===== src/rtl/hamming_distance_stream_if.sv =====
// Operand/result stream bundle for hamming_distance_stream.
// slave = the bit-difference engine, master = the source/sink around it.
interface hamming_distance_stream_if #(
  parameter int unsigned WIDTH = 32,
  parameter int unsigned ACC_W = 16
);
  localparam int unsigned CNT_W = $clog2(WIDTH + 1);

  logic             in_valid;
  logic             in_ready;
  logic [WIDTH-1:0] in_a;
  logic [WIDTH-1:0] in_b;
  logic             in_last;
  logic             out_valid;
  logic             out_ready;
  logic [WIDTH-1:0] out_diff_bits;
  logic [CNT_W-1:0] out_count;
  logic             out_match;
  logic [ACC_W-1:0] out_total;
  logic             out_ovf;
  logic             out_last;

  modport slave (
    input  in_valid, in_a, in_b, in_last, out_ready,
    output in_ready, out_valid, out_diff_bits, out_count, out_match, out_total, out_ovf,
           out_last
  );

  modport master (
    output in_valid, in_a, in_b, in_last, out_ready,
    input  in_ready, out_valid, out_diff_bits, out_count, out_match, out_total, out_ovf,
           out_last
  );
endinterface


===== src/rtl/hamming_distance_stream.sv =====
// Two-stage streaming XOR/popcount engine with a per-frame Hamming-distance total.
// Build option HD_SATURATE_EN: frame total clamps at 2^ACC_W-1 instead of wrapping.
module hamming_distance_stream #(
  parameter int unsigned WIDTH = 32,
  parameter int unsigned ACC_W = 16
) (
  input logic                     clk,
  input logic                     rst,
  hamming_distance_stream_if.slave bus
);
  localparam int unsigned CNT_W = $clog2(WIDTH + 1);
  localparam int unsigned SUM_W = ACC_W + 1;
  localparam logic [ACC_W-1:0] TOTAL_MAX = '1;

  logic             s1_valid_q, s1_valid_d;
  logic [WIDTH-1:0] s1_diff_q;
  logic             s1_last_q;

  logic             s2_valid_q, s2_valid_d;
  logic [WIDTH-1:0] s2_diff_q;
  logic [CNT_W-1:0] s2_count_q;
  logic [ACC_W-1:0] s2_total_q;
  logic             s2_ovf_q;
  logic             s2_match_q;
  logic             s2_last_q;
  logic             frame_start_q;

  logic             s2_ready, s2_load, in_ready, in_fire;
  logic [CNT_W-1:0] count;
  logic [SUM_W-1:0] sum;
  logic [ACC_W-1:0] total_next;
  logic             ovf_next;

  // Handshake: a stage loads when empty or when its occupant leaves this cycle.
  always_comb begin
    s2_ready   = !s2_valid_q || bus.out_ready;
    s2_load    = s1_valid_q && s2_ready;
    in_ready   = !s1_valid_q || s2_ready;
    in_fire    = bus.in_valid && in_ready;
    s1_valid_d = in_fire || (s1_valid_q && !s2_load);
    s2_valid_d = s2_load || (s2_valid_q && !bus.out_ready);
  end

  always_comb begin
    count = '0;
    for (int i = 0; i < WIDTH; i++) begin
      count = count + CNT_W'(s1_diff_q[i]);
    end
  end

  // Accumulator state is the S2 total/ovf itself; it only moves on an S2 load.
  always_comb begin
    sum      = (frame_start_q ? '0 : {1'b0, s2_total_q}) + SUM_W'(count);
    ovf_next = (frame_start_q ? 1'b0 : s2_ovf_q) | sum[ACC_W];
`ifdef HD_SATURATE_EN
    total_next = sum[ACC_W] ? TOTAL_MAX : sum[ACC_W-1:0];
`else
    total_next = sum[ACC_W-1:0];
`endif
  end

  always_ff @(posedge clk) begin
    if (rst) begin
      s1_valid_q    <= 1'b0;
      s1_diff_q     <= '0;
      s1_last_q     <= 1'b0;
      s2_valid_q    <= 1'b0;
      s2_diff_q     <= '0;
      s2_count_q    <= '0;
      s2_total_q    <= '0;
      s2_ovf_q      <= 1'b0;
      s2_match_q    <= 1'b0;
      s2_last_q     <= 1'b0;
      frame_start_q <= 1'b1;
    end else begin
      s1_valid_q <= s1_valid_d;
      s2_valid_q <= s2_valid_d;
      if (in_fire) begin
        s1_diff_q <= bus.in_a ^ bus.in_b;
        s1_last_q <= bus.in_last;
      end
      if (s2_load) begin
        s2_diff_q     <= s1_diff_q;
        s2_count_q    <= count;
        s2_total_q    <= total_next;
        s2_ovf_q      <= ovf_next;
        s2_match_q    <= (count == '0);
        s2_last_q     <= s1_last_q;
        frame_start_q <= s1_last_q;
      end
    end
  end

  assign bus.in_ready      = in_ready;
  assign bus.out_valid     = s2_valid_q;
  assign bus.out_diff_bits = s2_diff_q;
  assign bus.out_count     = s2_count_q;
  assign bus.out_match     = s2_match_q;
  assign bus.out_total     = s2_total_q;
  assign bus.out_ovf       = s2_ovf_q;
  assign bus.out_last      = s2_last_q;
endmodule


===== src/flat_wrapper.sv =====
// flat-port wrapper written by rule: the top's interface ports become plain ports
module hamming_distance_stream_flat 
#(
  parameter int unsigned WIDTH = 32,
  parameter int unsigned ACC_W = 16
)
  (clk, rst, bus_in_valid, bus_in_a, bus_in_b, bus_in_last, bus_out_ready, bus_in_ready, bus_out_valid, bus_out_diff_bits, bus_out_count, bus_out_match, bus_out_total, bus_out_ovf, bus_out_last);
  hamming_distance_stream_if #(.WIDTH(WIDTH), .ACC_W(ACC_W)) bus_i ();
  input logic clk;
  input logic rst;
  input wire logic [$bits(bus_i.in_valid)-1:0] bus_in_valid;
  input wire logic [$bits(bus_i.in_a)-1:0] bus_in_a;
  input wire logic [$bits(bus_i.in_b)-1:0] bus_in_b;
  input wire logic [$bits(bus_i.in_last)-1:0] bus_in_last;
  input wire logic [$bits(bus_i.out_ready)-1:0] bus_out_ready;
  output wire logic [$bits(bus_i.in_ready)-1:0] bus_in_ready;
  output wire logic [$bits(bus_i.out_valid)-1:0] bus_out_valid;
  output wire logic [$bits(bus_i.out_diff_bits)-1:0] bus_out_diff_bits;
  output wire logic [$bits(bus_i.out_count)-1:0] bus_out_count;
  output wire logic [$bits(bus_i.out_match)-1:0] bus_out_match;
  output wire logic [$bits(bus_i.out_total)-1:0] bus_out_total;
  output wire logic [$bits(bus_i.out_ovf)-1:0] bus_out_ovf;
  output wire logic [$bits(bus_i.out_last)-1:0] bus_out_last;
  assign bus_i.in_valid = bus_in_valid;
  assign bus_i.in_a = bus_in_a;
  assign bus_i.in_b = bus_in_b;
  assign bus_i.in_last = bus_in_last;
  assign bus_i.out_ready = bus_out_ready;
  assign bus_in_ready = bus_i.in_ready;
  assign bus_out_valid = bus_i.out_valid;
  assign bus_out_diff_bits = bus_i.out_diff_bits;
  assign bus_out_count = bus_i.out_count;
  assign bus_out_match = bus_i.out_match;
  assign bus_out_total = bus_i.out_total;
  assign bus_out_ovf = bus_i.out_ovf;
  assign bus_out_last = bus_i.out_last;
  hamming_distance_stream #(.WIDTH(WIDTH), .ACC_W(ACC_W)) u_core (.clk(clk), .rst(rst), .bus(bus_i));
endmodule

===== config.mk =====
export PLATFORM = sky130hd
export DESIGN_NAME = hamming_distance_stream_flat
export DESIGN_NICKNAME = d
export VERILOG_FILES = /design/src/rtl/hamming_distance_stream_if.sv /design/src/rtl/hamming_distance_stream.sv /design/src/flat_wrapper.sv
export SDC_FILE = /design/constraint.sdc
export NUM_CORES = 1
export LEC_CHECK = 0
export ABC_CLOCK_PERIOD_IN_PS = 15100
export CORE_UTILIZATION = 30
export DETAILED_ROUTE_END_ITERATION = 6
export SLEW_MARGIN = 20
export SYNTH_ARGS = -nofsm -noshare
export SYNTH_HDL_FRONTEND = slang
export SYNTH_SLANG_ARGS = --single-unit
export TNS_END_PERCENT = 5

===== constraint.sdc =====
create_clock -name clk -period 15.1 [get_ports clk]
set_input_delay 3.02 -clock clk [delete_from_list [all_inputs] [get_ports clk]]
set_output_delay 3.02 -clock clk [all_outputs]
set_load 0.02 [all_outputs]

==> Flow_metrics.wiki, run 1 <==
{| class="wikitable"
! Metric !! Value
|-
| Status || finished, final reports clean
|-
| RSZ-0062 raised after global routing || no
|-
| Share of the synthesized area in the top cell type || 0.378
|-
| Final setup violating endpoints || 0
|-
| Top-count cell post-synth || dfxtp_1
|-
| Instance area after placement || 6310 um2
|-
| Worst VDD drop || 134 uV
|-
| Post-cts sizing count || 0
|-
| Site row count || 46
|-
| Initial DRT Pass Iterations || 4
|-
| Fraction of final layout cells sized beyond drive strength 1 || 0.0539
|-
| PortBufs || 127
|-
| Power density normalized to cell area || 172 nW/um2
|-
| Overall routed net length || 11800 um
|-
| Top post-synthesis cells by area || dfxtp_1 38%, fa_1 10%, nand2_1 7.0%, xnor2_1 6.4%, a211oi_1 5.9%
|-
| Post-Syn Area || 4920 um2
|-
| CTS buffer count || 9
|-
| Num ports || 128
|-
| Final count of hold timing violations || 0
|-
| Worst hold-check path type || flop to flop
|-
| LEAKAGE || 2.50 nW
|-
| Post-route ant nets || 0
|-
| Total die area || 16900 um2
|-
| Worst Path Max Fanout || 4
|-
| Type of origin of the critical path || input pin
|-
| TritonCTS sink count || 93
|-
| Prevailing post-synth register cell || dfxtp_1
|-
| Detailed-route via count || 4123
|-
| Number of storage elements in the synthesis netlist || 93
|-
| Post-Syn Area per Cell || 8.86 um2
|-
| Antenna violations before repair || 0
|-
| Net count, final || 771
|-
| Ys async rst share || 0
|-
| DR iter-0 viols || 149
|-
| Wire length of the first global-routing pass || 19600 um
|-
| HPWL after detailed placement || 8510 um
|-
| Core Area || 15900 um2
|-
| Final design area excluding fillers || 6640 um2
|-
| Max Buffers Root-to-Sink || 2
|-
| Routed WL per cell || 13.4 um
|-
| Required time of the critical path || 12.08 ns
|-
| Starting utilization of the core area || 0.309
|-
| Clock edge transition at the registers on the reported setup and hold paths || 0.06 ns
|-
| Placed insts || 868
|-
| Crit end category || output port
|-
| Root buffer cell || clkbuf_16
|-
| Max-slew headroom || 0.304
|-
| H-tree levels || 3
|-
| Total gr overflow || 0
|-
| Library cell with the largest summed area after synthesis || dfxtp_1
|-
| Vias in the first global route || 4064
|-
| Post-synthesis instance total || 556
|-
| Most frequent cells after synthesis || 93 x dfxtp_1, 92 x nand2_1, 54 x a21oi_1
|-
| TritonCTS clock tree || built
|-
| Largest net degree at the start of global routing || 102
|-
| Layout Cells excl Fill || 884
|-
| Unique cell type count in the Yosys netlist || 52
|-
| Maximum capacitance violations || 0
|-
| Pins over their slew limit || 0
|-
| Worst-Margin Slew || 1.04 ns
|-
| Count of buffers added by post-CTS timing repair for setup || 0
|-
| Portion of the clock cycle consumed by the worst path in the final layout || 0.486
|-
| Maximum operating frequency || 136 MHz
|-
| DRC violation count after routing || 0
|-
| Area Growth Syn to Fin || 34.9%
|-
| Min Clock Period, post-route || 7.34 ns
|-
| EDFF count, synth || 0
|-
| Seq/Total Area, Yosys || 0.378
|-
| Setup Total Neg Slack || 0 ns
|-
| Post-detailed-route via-to-cell ratio || 4.66
|-
| DIE HEIGHT || 130 um
|-
| Warnings, synthesis || 0
|-
| Worst-case clock skew || 0.00770 ns
|-
| Overall track demand over capacity in global routing || 0.150
|-
| Worst path arrival time || 4.32 ns
|-
| Gpl congestion || 0.775
|-
| Clock insertion delay at the later pin of the skew report || 0.35 ns
|-
| Kind of critical path || input pin to output port
|-
| Die width || 130 um
|-
| Filler Cell Count || 1585
|-
| Diode count || 0
|-
| Post-CTS Hold Buffers || 0
|-
| Syn Nets || 664
|}
-- cells in the final DEF, fill, tap and decap left out, types with 2 or more instances in the layout --
cell,instances
a211oi_1,39
a21o_1,4
a21oi_1,54
a311o_1,2
a31o_2,2
and2_2,2
and3_1,2
buf_4,2
bufinv_16,2
clkbuf_16,9
clkbuf_8,2
clkdlybuf4s50_1,126
clkinv_4,2
dfxtp_1,93
fa_1,25
ha_1,14
inv_1,46
nand2_1,92
nand3_1,3
nor2_1,51
nor2b_1,8
nor3_1,3
nor3b_1,3
nor4_1,2
nor4b_1,2
o211ai_1,3
o21a_1,4
o21ai_0,4
o31ai_1,2
or3_1,2
xnor2_1,36
xor2_1,3
-- cells by family (layout without fill, tap and decap cells) --
kind of cell	Yosys count	in the layout	share of synthesized area
DFF	93	93	0.378
AOI/OAI and AO/OA	123	123	0.170
xor gates and xnor gates	39	39	0.0694
adders and majority gates	39	39	0.137
buffers and inverters	78	190	0.0694
and+or+nand+nor	182	182	0.171
muxes	2	2	0.00508
-- power by group --
group          internal (mW)  switching, mW
sequential             0.266         0.0160
combinational          0.263          0.346
clock                  0.154         0.0974
-- sequential cells by signal, indices dropped and copies added, names as in the netlist --
signal / cells
u_core.bus.out_diff_bits: 32
u_core.bus.out_count: 6
u_core.s1_valid_q: 1
u_core.bus.out_ovf: 1
u_core.bus.out_last: 1
u_core.bus.out_total: 16
u_core.s1_last_q: 1
u_core.frame_start_q: 1
u_core.bus.out_match: 1
u_core.s1_diff_q: 32
u_core.bus.out_valid: 1
-- final timing paths --
path | startpoint | end | slack [ns] | cells after the start
max | bus_out_ready | bus_in_ready | 7.76 | 4
max reg2reg | u_core.s1_diff_q[0] | u_core.bus.out_total[7] | 8.46 | 20
min reg2reg | u_core.bus.out_diff_bits[12] | u_core.bus.out_diff_bits[12] | 0.45 | 2
min | u_core.bus.out_diff_bits[12] | u_core.bus.out_diff_bits[12] | 0.45 | 2
-- metrics by stage --
| step | total power [mW] | setup WS, ns | util | hold WS [ns] |
|---|---|---|---|---|
| after floorplan | 0.730 | 8.71 | - | 0.434 |
| after global placement | 0.869 | 7.80 | 0.395 | 0.447 |
| after detailed placement | 0.895 | 7.77 | 0.396 | 0.451 |
| after CTS | 1.15 | 7.76 | 0.417 | 0.460 |
| after global routing | 1.25 | 7.68 | 0.417 | 0.480 |
| final | 1.14 | 7.76 | 0.417 | 0.455 |
-- critical path: stages --
cell and delay (ns):
clkdlybuf4s50_1 0.42, nor2b_1 0.22, nand2_1 0.11, clkdlybuf4s50_1 0.55
-- metal layers --
layer | track usage | wire length (um) | up-vias
met1 | 0.186 | 5360 | 1926
met4 | 0.0581 | 200 | 0
li1 | - | - | 2062
met5 | 0 | 0 | -
met2 | 0.259 | 5700 | 119
met3 | 0.0279 | 591 | 16
-- area by class of cell --
cell class,instances,area [um2],share of cell area
clock buffer,11,253,0.0380
tap,216,270,0.0407
inverter,46,173,0.0260
sequential,93,1860,0.280
clock inverter,5,82.6,0.0124
multi-input combinational,385,2730,0.411
timing repair buffer,128,1280,0.192
Power figures use the tool's default switching activity.
==> run 2: changes to the inputs <==
Settings changed: ABC_CLOCK_PERIOD_IN_PS 15100 to 7600.
Clock period 15.1 ns to 7.6 ns, I/O delays scaled along.
==> Flow_metrics.wiki, run 2 (synthesis results as in run 1) <==
{| class="wikitable"
! Metric !! Value
|-
| Net switching share of the total power || 0.406
|-
| Top library cells by usage in the layout, fill and taps aside || 126 x clkdlybuf4s50_1, 93 x dfxtp_1, 92 x nand2_1
|-
| Largest net degree at the start of global routing || 102
|-
| Layout Cells excl Fill || 884
|-
| Final setup violating endpoints || 0
|-
| Worst hold-check path type || flop to flop
|-
| Final setup margin || 1.07 ns
|-
| RSZ-0062 raised after global routing || no
|-
| DR iter-0 viols || 202
|-
| Die width || 130 um
|-
| Type of origin of the critical path || flop
|-
| Cell type of the slowest stage on the worst timing path || fa_1
|-
| Routed WL per cell || 13.9 um
|-
| Clock insertion delay at the later pin of the skew report || 0.35 ns
|-
| Post-CTS Hold Buffers || 0
|-
| Fraction of final layout cells sized beyond drive strength 1 || 0.0539
|-
| Net count, final || 771
|-
| PortBufs || 127
|-
| Post-detailed-route via-to-cell ratio || 4.63
|-
| Crit end category || flop
|-
| Worst VDD drop || 218 uV
|-
| Kind of critical path || flop to flop
|-
| Status || finished, final reports clean
|-
| Placement Setup Slack || 1.06 ns
|-
| Pins over their slew limit || 0
|-
| Worst-case clock skew || 0.00721 ns
|-
| Final design area excluding fillers || 6610 um2
|-
| LEAKAGE || 2.48 nW
|-
| CTS buffer count || 9
|-
| Overall routed net length || 12300 um
|-
| Initial DRT Pass Iterations || 4
|-
| Diode count || 0
|-
| Total die area || 16900 um2
|-
| Antenna violations before repair || 0
|-
| Power density normalized to cell area || 333 nW/um2
|-
| Core Area || 15900 um2
|-
| Required time of the critical path || 7.87 ns
|-
| Setup slack of the most critical reg-to-reg path || 1.07 ns
|-
| Worst path arrival time || 6.80 ns
|-
| Maximum capacitance violations || 0
|-
| Wire length of the first global-routing pass || 20200 um
|-
| Num ports || 128
|-
| Worst Path Max Fanout || 5
|-
| Logic gate share of total power || 0.537
|-
| Clock edge transition at the registers on the reported setup and hold paths || 0.06 ns
|-
| Max-slew headroom || 0.308
|-
| Most repeated library cell on the critical path || fa_1
|-
| Clock network power share || 0.208
|-
| Most common library cell in the layout ignoring fill and taps || clkdlybuf4s50_1
|-
| TritonCTS sink count || 93
|-
| Portion of the clock cycle consumed by the worst path in the final layout || 0.859
|-
| Vias in the first global route || 4145
|-
| Setup Total Neg Slack || 0 ns
|-
| Number of buffers and inverters on the critical path || 2
|-
| Max Buffers Root-to-Sink || 2
|-
| Category of cells accounting for the largest share of critical-path delay || adder cells
|-
| Worst-Margin Slew || 1.04 ns
|-
| TritonCTS clock tree || built
|-
| DIE HEIGHT || 130 um
|-
| Register area || 1860 um2
|-
| H-tree levels || 3
|-
| Final Total Pwr || 2.20 mW
|-
| Post-route ant nets || 0
|-
| Area Growth Syn to Fin || 34.3%
|-
| Final count of hold timing violations || 0
|-
| Gpl congestion || 0.762
|-
| Post-cts sizing count || 0
|-
| Part of the total power dissipated in sequential elements || 0.255
|-
| Root buffer cell || clkbuf_16
|-
| Site row count || 46
|-
| Filler Cell Count || 1569
|-
| DRC violation count after routing || 0
|-
| Overall track demand over capacity in global routing || 0.155
|-
| HPWL after detailed placement || 8900 um
|-
| Net switching power of the design || 893 uW
|-
| Area occupied by multi-input gates || 2730 um2
|-
| Min Clock Period, post-route || 6.53 ns
|-
| Starting utilization of the core area || 0.309
|-
| Critical path cell sequence || ha_1 -> inv_1 -> fa_1 -> fa_1 -> fa_1 -> fa_1 -> fa_1 -> fa_1 -> fa_1 -> fa_1 -> inv_1 -> a21o_1 -> a21oi_1 -> xnor2_1 -> ha_1 -> a211oi_4 -> o21a_4 -> nor2_2 -> mux2_4 -> a21oi_1
|-
| Total gr overflow || 0
|-
| Internal Pwr Total || 1.31 mW
|-
| Instance area after placement || 6300 um2
|-
| Detailed-route via count || 4097
|-
| Placed insts || 868
|-
| Maximum operating frequency || 153 MHz
|-
| Count of buffers added by post-CTS timing repair for setup || 0
|-
| Largest stage delay on the critical path || 0.55 ns
|}
-- run 2: changes by cell type in the layout (fill, tap and decap cells not counted) --
| cell | before | now |
|---|---|---|
| clkbuf_8 | 2 | 1 |
| bufinv_16 | 2 | 1 |
| clkinv_2 | 1 | 3 |
-- run 2: layer usage --
layer  vias up  track usage  wire, um
li1       2063            -         -
met1      1917        0.191      5540
met2       103        0.266      6010
met3        14       0.0373       537
met4         0       0.0527       185
met5         -            0         0
-- run 2: final timing paths --
path	startpoint	to	cells after the start
max	u_core.s1_diff_q[0]	u_core.bus.out_total[7]	20
min	u_core.bus.out_diff_bits[10]	u_core.bus.out_diff_bits[10]	2
max reg2reg	u_core.s1_diff_q[0]	u_core.bus.out_total[7]	20
min reg2reg	u_core.bus.out_diff_bits[10]	u_core.bus.out_diff_bits[10]	2
-- run 2: final cells by class --
type,count,area share
Clock buffer,10,0.0362
Clock inverter,6,0.00946
Inverter,46,0.0261
Multi-Input combinational cell,385,0.413
Sequential cell,93,0.282
Tap cell,216,0.0409
Timing Repair Buffer,128,0.193
-- run 2: worst register-to-register path, stage by stage (launching register included) --
cell      delay, ns
dfxtp_1        0.33
ha_1           0.30
inv_1          0.07
fa_1           0.43
fa_1           0.50
fa_1           0.55
fa_1           0.44
fa_1           0.54
fa_1           0.43
fa_1           0.42
fa_1           0.42
inv_1          0.08
a21o_1         0.11
a21oi_1        0.07
xnor2_1        0.26
ha_1           0.37
a211oi_4       0.40
o21a_4         0.24
nor2_2         0.07
mux2_4         0.29
a21oi_1        0.13
-- run 2: stage by stage --
step                utilization  hold slack (ns)
floorplan                     -            0.434
global placement          0.395            0.446
detailed placement        0.395            0.450
CTS                       0.414            0.459
global route              0.415            0.479
finish                    0.415            0.454
-- run 2: power by group through the flow --
stage                     sequential (mW)  combinational (mW)  clock, mW
after floorplan                     0.589               0.862          0
final                               0.560                1.18      0.457
after global routing                0.565                1.36      0.488
after CTS                           0.561                1.19      0.472
after global placement              0.571                1.15          0
after detailed placement            0.572                1.19          0
==> run 3: changes to the inputs <==
Settings changed: GPL_TIMING_DRIVEN from default to 0, RECOVER_POWER from default to 50.
==> Flow_metrics.wiki, run 3 (synthesis results as in run 1) <==
{| class="wikitable"
! Metric !! Value
|-
| Status || finished, final reports clean
|-
| Detailed-route via count || 4220
|-
| Initial DRT Pass Iterations || 4
|-
| Final design area excluding fillers || 6750 um2
|-
| Placement Setup Slack || 0.858 ns
|-
| Worst hold-check path type || flop to flop
|-
| Most common library cell in the layout ignoring fill and taps || dfxtp_1
|-
| Instance area after placement || 6450 um2
|-
| Crit end category || flop
|-
| DIE HEIGHT || 130 um
|-
| HPWL after detailed placement || 10600 um
|-
| LEAKAGE || 2.72 nW
|-
| Pins over their slew limit || 0
|-
| Die width || 130 um
|-
| Maximum capacitance violations || 0
|-
| Kind of critical path || flop to flop
|-
| Post-route ant nets || 0
|-
| TritonCTS sink count || 93
|-
| Placed insts || 898
|-
| Min Clock Period, post-route || 6.78 ns
|-
| Worst path arrival time || 7.06 ns
|-
| Final count of hold timing violations || 0
|-
| Routed WL per cell || 14.7 um
|-
| RSZ-0062 raised after global routing || no
|-
| Worst VDD drop || 222 uV
|-
| PortBufs || 126
|-
| Worst-case clock skew || 0.00935 ns
|-
| Post-cts sizing count || 0
|-
| Worst Path Max Fanout || 5
|-
| Clock insertion delay at the later pin of the skew report || 0.35 ns
|-
| Setup Total Neg Slack || 0 ns
|-
| Starting utilization of the core area || 0.309
|-
| Overall track demand over capacity in global routing || 0.173
|-
| Max-slew headroom || 0.586
|-
| Worst-Margin Slew || 0.621 ns
|-
| Clock edge transition at the registers on the reported setup and hold paths || 0.07 ns
|-
| Total die area || 16900 um2
|-
| Root buffer cell || clkbuf_16
|-
| Core Area || 15900 um2
|-
| TritonCTS clock tree || built
|-
| DR iter-0 viols || 157
|-
| H-tree levels || 3
|-
| Largest net degree at the start of global routing || 16
|-
| Area Growth Syn to Fin || 37.1%
|-
| Top library cells by usage in the layout, fill and taps aside || 93 x dfxtp_1, 92 x nand2_1, 72 x clkdlybuf4s50_1
|-
| Gpl congestion || 0.807
|-
| Final setup violating endpoints || 0
|-
| Diode count || 0
|-
| Post-detailed-route via-to-cell ratio || 4.62
|-
| Overall routed net length || 13400 um
|-
| Net count, final || 801
|-
| Num ports || 128
|-
| Layout Cells excl Fill || 913
|-
| Final setup margin || 0.822 ns
|-
| Site row count || 46
|-
| Fraction of final layout cells sized beyond drive strength 1 || 0.0603
|-
| Vias in the first global route || 4397
|-
| Portion of the clock cycle consumed by the worst path in the final layout || 0.892
|-
| Fin Hold WS || 0.451 ns
|-
| Wire length of the first global-routing pass || 22100 um
|-
| Count of buffers added by post-CTS timing repair for setup || 0
|-
| Type of origin of the critical path || flop
|-
| Power density normalized to cell area || 328 nW/um2
|-
| Maximum operating frequency || 148 MHz
|-
| Required time of the critical path || 7.88 ns
|-
| Antenna violations before repair || 0
|-
| Post-CTS Hold Buffers || 0
|-
| Total gr overflow || 0
|-
| CTS buffer count || 9
|-
| Max Buffers Root-to-Sink || 2
|-
| DRC violation count after routing || 0
|}
==> run 3: cell count changes in the layout (fill, tap and decap cells not counted), sizes merged <==
cell	delta
buf	+7
dlygate4sd3	+54
clkdlybuf4s50	-54
clkinv	-1
clkbuf	+23
==> run 3: critical path: stages, from the launching register on <==
cell,delay (ns)
dfxtp_1,0.41
ha_1,0.25
inv_1,0.07
fa_1,0.44
fa_1,0.58
fa_1,0.46
fa_1,0.50
fa_1,0.56
fa_1,0.43
fa_1,0.42
fa_1,0.42
inv_1,0.07
a21o_1,0.11
a21oi_1,0.08
xnor2_1,0.35
ha_1,0.39
a211oi_4,0.42
o21a_4,0.25
nor2_2,0.07
mux2_4,0.29
a21oi_1,0.13
==> run 3: path summary, 6_finish.rpt <==
| check | endpoint | start | slack, ns | cells after the start |
|---|---|---|---|---|
| max | u_core.bus.out_total[7] | u_core.s1_diff_q[0] | 0.82 | 20 |
| min | u_core.bus.out_count[2] | u_core.bus.out_count[2] | 0.45 | 2 |
| max reg2reg | u_core.bus.out_total[7] | u_core.s1_diff_q[0] | 0.82 | 20 |
| min reg2reg | u_core.bus.out_count[2] | u_core.bus.out_count[2] | 0.45 | 2 |
==> run 3: cell type report <==
type                            count  area (um2)
Sequential cell                    93        1860
Tap cell                          216         270
Fill cell                        1612        9190
Buffer                             32         164
Clock buffer                       10         239
Clock inverter                      5        61.3
Timing Repair Buffer              126        1260
Multi-Input combinational cell    385        2720
Inverter                           46         173
==> run 3: power breakdown <==
group	internal, mW	leakage, nW	switching, mW	total, mW
combinational	0.514	1.81	0.682	1.20
sequential	0.528	0.761	0.0298	0.557
clock	0.263	0.148	0.196	0.460
total	1.31	2.72	0.908	2.21
==> run 3: layer usage <==
| metal | vias up | track usage | wire (um) |
|---|---|---|---|
| li1 | 2113 | - | - |
| met1 | 1992 | 0.210 | 6000 |
| met2 | 101 | 0.303 | 6660 |
| met3 | 14 | 0.0308 | 566 |
| met4 | 0 | 0.0657 | 202 |
| met5 | - | 0 | 0 |
==> run 3: stage by stage <==
stage               total power, mW   util
floorplan                      1.45      -
global placement               1.75  0.405
detailed placement             1.78  0.405
CTS                            2.25  0.424
global route                   2.43  0.423
finish                         2.21  0.423
